--- src/rtl/seq_cmp.sv ---
// -----------------------------------------------------------------------------
// seq_cmp -- round-level sequence comparator for the Simon Says datapath.
//
// Checks one player round: up to MAX_LEN entries, one per sw_valid pulse, are
// compared against the expected pattern, which is read from the pattern store
// through exp_addr/exp_data.  The round ends in pass or fail with the failing
// step index, and optionally a per-step timeout.
//
// Optional feature macro: SEQ_CMP_TIMEOUT_EN
//   defined   : a per-step timer fails the round after TIMEOUT idle cycles
//   undefined : no timer is built, timeout is tied to 0, WAIT holds forever
//
// Ports:
//   clk, reset     system clock, synchronous active-high reset
//   start          1-cycle pulse, begins a round (ignored unless idle)
//   seq_len        steps in the round, latched on accepted start
//   sw, sw_valid   player entry and its 1-cycle qualifier
//   exp_addr       index of the expected entry (= current step)
//   exp_data       expected entry at exp_addr (combinational, same cycle)
//   busy           round in progress
//   done           1-cycle pulse when a round finishes
//   pass, fail     round result, held until the next accepted start
//   timeout        fail was caused by the step timer, held with fail
//   err_step       step index of the failure, held with fail
//   dbg_state      current FSM state (0 IDLE, 1 WAIT, 2 DONE)
//
// Handshake: start and sw_valid are fire-and-forget pulses with no ready.
// start is consumed only in IDLE; sw_valid is consumed only in WAIT (busy=1).
// Any pulse arriving in another state is dropped, including a sw_valid that
// coincides with an accepted start.
// -----------------------------------------------------------------------------
module seq_cmp #(
  parameter int WIDTH   = 4,
  parameter int MAX_LEN = 32,
  parameter int TIMEOUT = 50_000_000,
  parameter int LW      = $clog2(MAX_LEN + 1)
) (
  input  logic             clk,
  input  logic             reset,
  input  logic             start,
  input  logic [LW-1:0]    seq_len,
  input  logic [WIDTH-1:0] sw,
  input  logic             sw_valid,
  output logic [LW-1:0]    exp_addr,
  input  logic [WIDTH-1:0] exp_data,
  output logic             busy,
  output logic             done,
  output logic             pass,
  output logic             fail,
  output logic             timeout,
  output logic [LW-1:0]    err_step,
  output logic [1:0]       dbg_state
);

  typedef enum logic [1:0] {
    S_IDLE = 2'd0,
    S_WAIT = 2'd1,
    S_DONE = 2'd2
  } state_t;

  localparam logic [LW-1:0] MAX_LEN_LW = LW'(MAX_LEN);

  state_t        state;
  logic [LW-1:0] step;
  logic [LW-1:0] len_q;
  logic [LW-1:0] len_clamped;
  logic          match;
  logic          last_step;
  logic          tmo_hit;

  assign len_clamped = (seq_len > MAX_LEN_LW) ? MAX_LEN_LW : seq_len;
  assign match       = (sw == exp_data);
  // len_q is never 0 while in WAIT, so len_q-1 cannot underflow there.
  assign last_step   = (step == (len_q - LW'(1)));
  assign exp_addr    = step;
  assign dbg_state   = state;

`ifdef SEQ_CMP_TIMEOUT_EN
  localparam int TW = (TIMEOUT > 1) ? $clog2(TIMEOUT) : 1;

  logic [TW-1:0] timer;
  logic          timeout_q;

  // Expiry is only acted on in WAIT and only when no entry arrives that
  // cycle, so an entry on the expiry cycle wins.
  assign tmo_hit = (timer == TW'(TIMEOUT - 1));
  assign timeout = timeout_q;

  always_ff @(posedge clk) begin
    if (reset) begin
      timer     <= '0;
      timeout_q <= 1'b0;
    end else if (state == S_IDLE && start) begin
      timer     <= '0;
      timeout_q <= 1'b0;
    end else if (state == S_WAIT) begin
      if (sw_valid) begin
        timer <= '0;
      end else if (tmo_hit) begin
        timeout_q <= 1'b1;
      end else begin
        timer <= timer + TW'(1);
      end
    end
  end
`else
  assign tmo_hit = 1'b0;
  assign timeout = 1'b0;
`endif

  always_ff @(posedge clk) begin
    if (reset) begin
      state    <= S_IDLE;
      busy     <= 1'b0;
      done     <= 1'b0;
      pass     <= 1'b0;
      fail     <= 1'b0;
      err_step <= '0;
      step     <= '0;
      len_q    <= '0;
    end else begin
      done <= 1'b0;
      case (state)
        S_IDLE: begin
          if (start) begin
            len_q    <= len_clamped;
            pass     <= 1'b0;
            fail     <= 1'b0;
            err_step <= '0;
            step     <= '0;
            if (len_clamped == '0) begin
              // Empty round trivially matches.
              pass  <= 1'b1;
              done  <= 1'b1;
              state <= S_DONE;
            end else begin
              busy  <= 1'b1;
              state <= S_WAIT;
            end
          end
        end
        S_WAIT: begin
          if (sw_valid) begin
            if (match) begin
              if (last_step) begin
                pass  <= 1'b1;
                busy  <= 1'b0;
                done  <= 1'b1;
                state <= S_DONE;
              end else begin
                step <= step + LW'(1);
              end
            end else begin
              fail     <= 1'b1;
              err_step <= step;
              busy     <= 1'b0;
              done     <= 1'b1;
              state    <= S_DONE;
            end
          end else if (tmo_hit) begin
            fail     <= 1'b1;
            err_step <= step;
            busy     <= 1'b0;
            done     <= 1'b1;
            state    <= S_DONE;
          end
        end
        S_DONE: begin
          state <= S_IDLE;
        end
        default: begin
          state <= S_IDLE;
        end
      endcase
    end
  end

endmodule

--- config.mk ---
export PLATFORM = sky130hd
export DESIGN_NAME = seq_cmp
export DESIGN_NICKNAME = d
export VERILOG_FILES = /design/src/rtl/seq_cmp.sv
export SDC_FILE = /design/constraint.sdc
export NUM_CORES = 1
export LEC_CHECK = 0
export ABC_AREA = 1
export CAP_MARGIN = 10
export CORE_ASPECT_RATIO = 1.4
export CORE_MARGIN = 8
export CORE_UTILIZATION = 48
export DETAILED_ROUTE_END_ITERATION = 7
export PLACE_DENSITY = 0.8
export SLEW_MARGIN = 10
export SYNTH_ARGS = -nofsm -noshare
export SYNTH_HDL_FRONTEND = slang
export SYNTH_SLANG_ARGS = --single-unit
--- constraint.sdc ---
create_clock -name clk -period 1.96 [get_ports clk]
set_clock_uncertainty 0.15 [all_clocks]
set_input_delay 0.392 -clock clk [delete_from_list [all_inputs] [get_ports clk]]
set_output_delay 0.392 -clock clk [all_outputs]
set_load 0.05 [all_outputs]
==> impl_metrics.env <==
export IMPL_crit_path_start_kind="register"
export IMPL_synth_area_leader_cell="dfxtp_1"
export IMPL_cp_cell_sequence="inv_1 > ha_1 > inv_1 > nand2_1 > nand2_1 > nor2_2 > nand2_2 > nor2_4 > nand4_4 > buf_4 > nand4_1 > a21oi_2"
export IMPL_coreArea_sq_um=2850
export IMPL_end_kind="register"
export IMPL_leakage_nw=0.859
export IMPL_antenna_found_initial=0
export IMPL_placement_io_buffers=35
export IMPL_via_per_inst=4.92
export IMPL_post_place_ws_ns=-0.0108
export IMPL_synth_top_family_by_area="simple AND/OR/NAND/NOR gates"
export IMPL_synth_fa_ha_area_share_pct=1.76
export IMPL_cts_max_path_buffers=2
export IMPL_yosys_warnings=0
export IMPL_finish_instance_area_sq_um=1920
export IMPL_drive_above_1_share_pct=22.8
export IMPL_dp_cells=278
export IMPL_critical_path_class="register to register"
export IMPL_cap_violations=0
export IMPL_power_density_nw_per_um2=675
export IMPL_initial_core_util_pct=50.0
export IMPL_synth_compound_area_share_pct=11.7
export IMPL_antennaDiodeCount=0
export IMPL_grt_max_degree=16
export IMPL_synthSimpleGateAreaFrac_pct=36.6
export IMPL_routed_wl_um=3550
export IMPL_synthFlopType="dfxtp_1"
export IMPL_syn_to_final_growth_pct=34.8
export IMPL_fin_crit_sh_pct=95.2
export IMPL_synth_fp_nets=224
export IMPL_netlist_top_cells_area="dfxtp_1, nand2_1, inv_1"
export IMPL_synth_edf_count=0
export IMPL_final_antenna_net_count=0
export IMPL_r2r_start="len_q[1]"
export IMPL_wl_per_cell_um=12.6
export IMPL_tns_ns=0
export IMPL_period_minus_slack_ns=1.86
export IMPL_cts_tree="done"
export IMPL_die_w_um=62.0
export IMPL_rows=23
export IMPL_cts_root_buffer_cell="clkbuf_8"
export IMPL_cp_num_buf_inv=3
export IMPL_synth_commonest_cells="nand2_1, dfxtp_1, inv_1"
export IMPL_rrSetupSlack_ns=0.1
export IMPL_worst_hold_path_num_cells=2
export IMPL_finalHoldViolCount=0
export IMPL_holdBufCountCts=0
export IMPL_rr_endpoint="exp_addr[4]"
export IMPL_final_cells=283
export IMPL_hold_class="register to register"
export IMPL_place_hpwl_um=2770
export IMPL_fin_util_pct=67.4
export IMPL_ioPinCount=37
export IMPL_drt_iter0_drc=31
export IMPL_setup_viol=0
export IMPL_arrival_ns=1.89
export IMPL_finalNetCount=267
export IMPL_drtPass1Iterations=4
export IMPL_timing_fmax_mhz=536
export IMPL_die_y_um=80.4
export IMPL_hold_end="pass"
export IMPL_synth_area_sq_um=1420
export IMPL_clock_sinks=24
export IMPL_path_delay_family="simple AND/OR/NAND/NOR gates"
export IMPL_dieArea_sq_um=4990
export IMPL_grt_pass1_wl_um=5750
export IMPL_max_stage_delay_ns=0.34
export IMPL_synth_distinct_cells=33
export IMPL_clk_pin_slew_worst_paths_ns=0.09
export IMPL_critPathRequiredTime_ns=1.98
export IMPL_hp_start="pass"
export IMPL_synth_mux_area_share_pct=0
export IMPL_dpl_cell_area_sq_um=1830
export IMPL_insertion_delay_ns=0.27
export IMPL_slowest_stage="dfxtp_2"
export IMPL_grtUsageTotal_pct=15.2
export IMPL_via_count=1392
export IMPL_peakVddDrop_uv=604
export IMPL_drc_errors=0
export IMPL_status="finished clean"
export IMPL_crit_fanout=5
export IMPL_synth_area_per_cell_sq_um=6.98
export IMPL_syn_instance_count=204
export IMPL_synth_xor_area_share_pct=6.15
export IMPL_setup_ws_ns=0.0950
export IMPL_yosysSeqAreaShare_pct=33.7
export IMPL_yosys_area_top_type_share_pct=33.7
export IMPL_grt_pass1_vias=1386
export IMPL_grt_remaining_overflow=0
export IMPL_numCtsBuffers=3
export IMPL_r2r_cells=12
export IMPL_slew_violations=0
export IMPL_cts_max_level=1
export IMPL_synth_seq_cells=24
export IMPL_routabilityCongestion=0.882
export IMPL_synth_async_sr_flop_share_pct=0
export IMPL_yosysMostFrequentCell="nand2_1"
[worst max path at each step]
stage	start	end	slack, ns	cells past startpoint
2_1_floorplan	exp_addr[1]	dbg_state[0]	0.11	13
3_3_place_gp	seq_len[2]	busy	-0.008	10
3_5_place_dp	exp_data[2]	exp_addr[0]	-0.01	8
4_1_cts	len_q[1]	busy	0.04	13
5_1_grt	len_q[0]	busy	-0.02	13
6_report	len_q[1]	exp_addr[4]	0.1	12
[power breakdown]
group | internal [mW] | switching, mW
sequential | 0.508 | 0.0216
clock | 0.273 | 0.163
combinational | 0.122 | 0.207
[layout make-up]
class	count	area (sq um)
multi-input cells	147	812
well taps	37	46.3
inverters	27	109
repair buffers	44	398
flip-flops and latches	24	483
clock inverters	1	30.0
fillers	259	930
clock buffers	3	41.3
[state kept, by name, indices dropped and copies added, names as in the netlist]
| name | cells |
|---|---|
| err_step | 6 |
| fail | 1 |
| pass | 1 |
| busy | 1 |
| dbg_state | 2 |
| len_q | 6 |
| exp_addr | 6 |
| done | 1 |
[cells by family (layout without fill, tap and decap cells)]
logic type | count (synthesis) | count (layout)
AOI/OAI and AO/OA | 26 | 26
adders and majority gates | 2 | 2
buffers and inverters | 33 | 75
DFF | 24 | 24
and+or+nand+nor | 108 | 108
other | 1 | 1
xor gates and xnor gates | 10 | 10
[tightest hold or removal path: stages (launching register included)]
cell,delay (ns)
dfxtp_1,0.32
inv_1,0.05
a21oi_1,0.05
[per-layer routing]
metal,GRT usage (%),vias up,wire length [um]
li1,-,734,-
met1,13.7,632,1330
met5,0,-,0
met3,2.08,5,111
met4,8.24,0,70
met2,29.9,21,2040
[what timing repair did]
action	CTS	global route
endpoints found under the setup margin	0	10
setup buffers	0	1
resized for setup	0	4
[cells in the final DEF (no fill, tap or decap), drive strengths merged, types with 7 or more instances in the layout]
| cell | n |
|---|---|
| nand3 | 16 |
| clkdlybuf4s50 | 17 |
| buf | 27 |
| inv | 26 |
| a21oi | 16 |
| dfxtp | 24 |
| xor2 | 7 |
| nand2 | 62 |
| nor2 | 20 |
| nand4 | 9 |
[stage by stage]
| stage | total power [mW] | hold WS (ns) |
|---|---|---|
| 2_1_floorplan | 0.761 | 0.319 |
| 3_3_place_gp | 0.859 | 0.286 |
| 3_5_place_dp | 0.865 | 0.301 |
| 4_1_cts | 1.30 | 0.317 |
| 5_1_grt | 1.36 | 0.338 |
| 6_report | 1.29 | 0.312 |
Power figures use the tool's default switching activity.
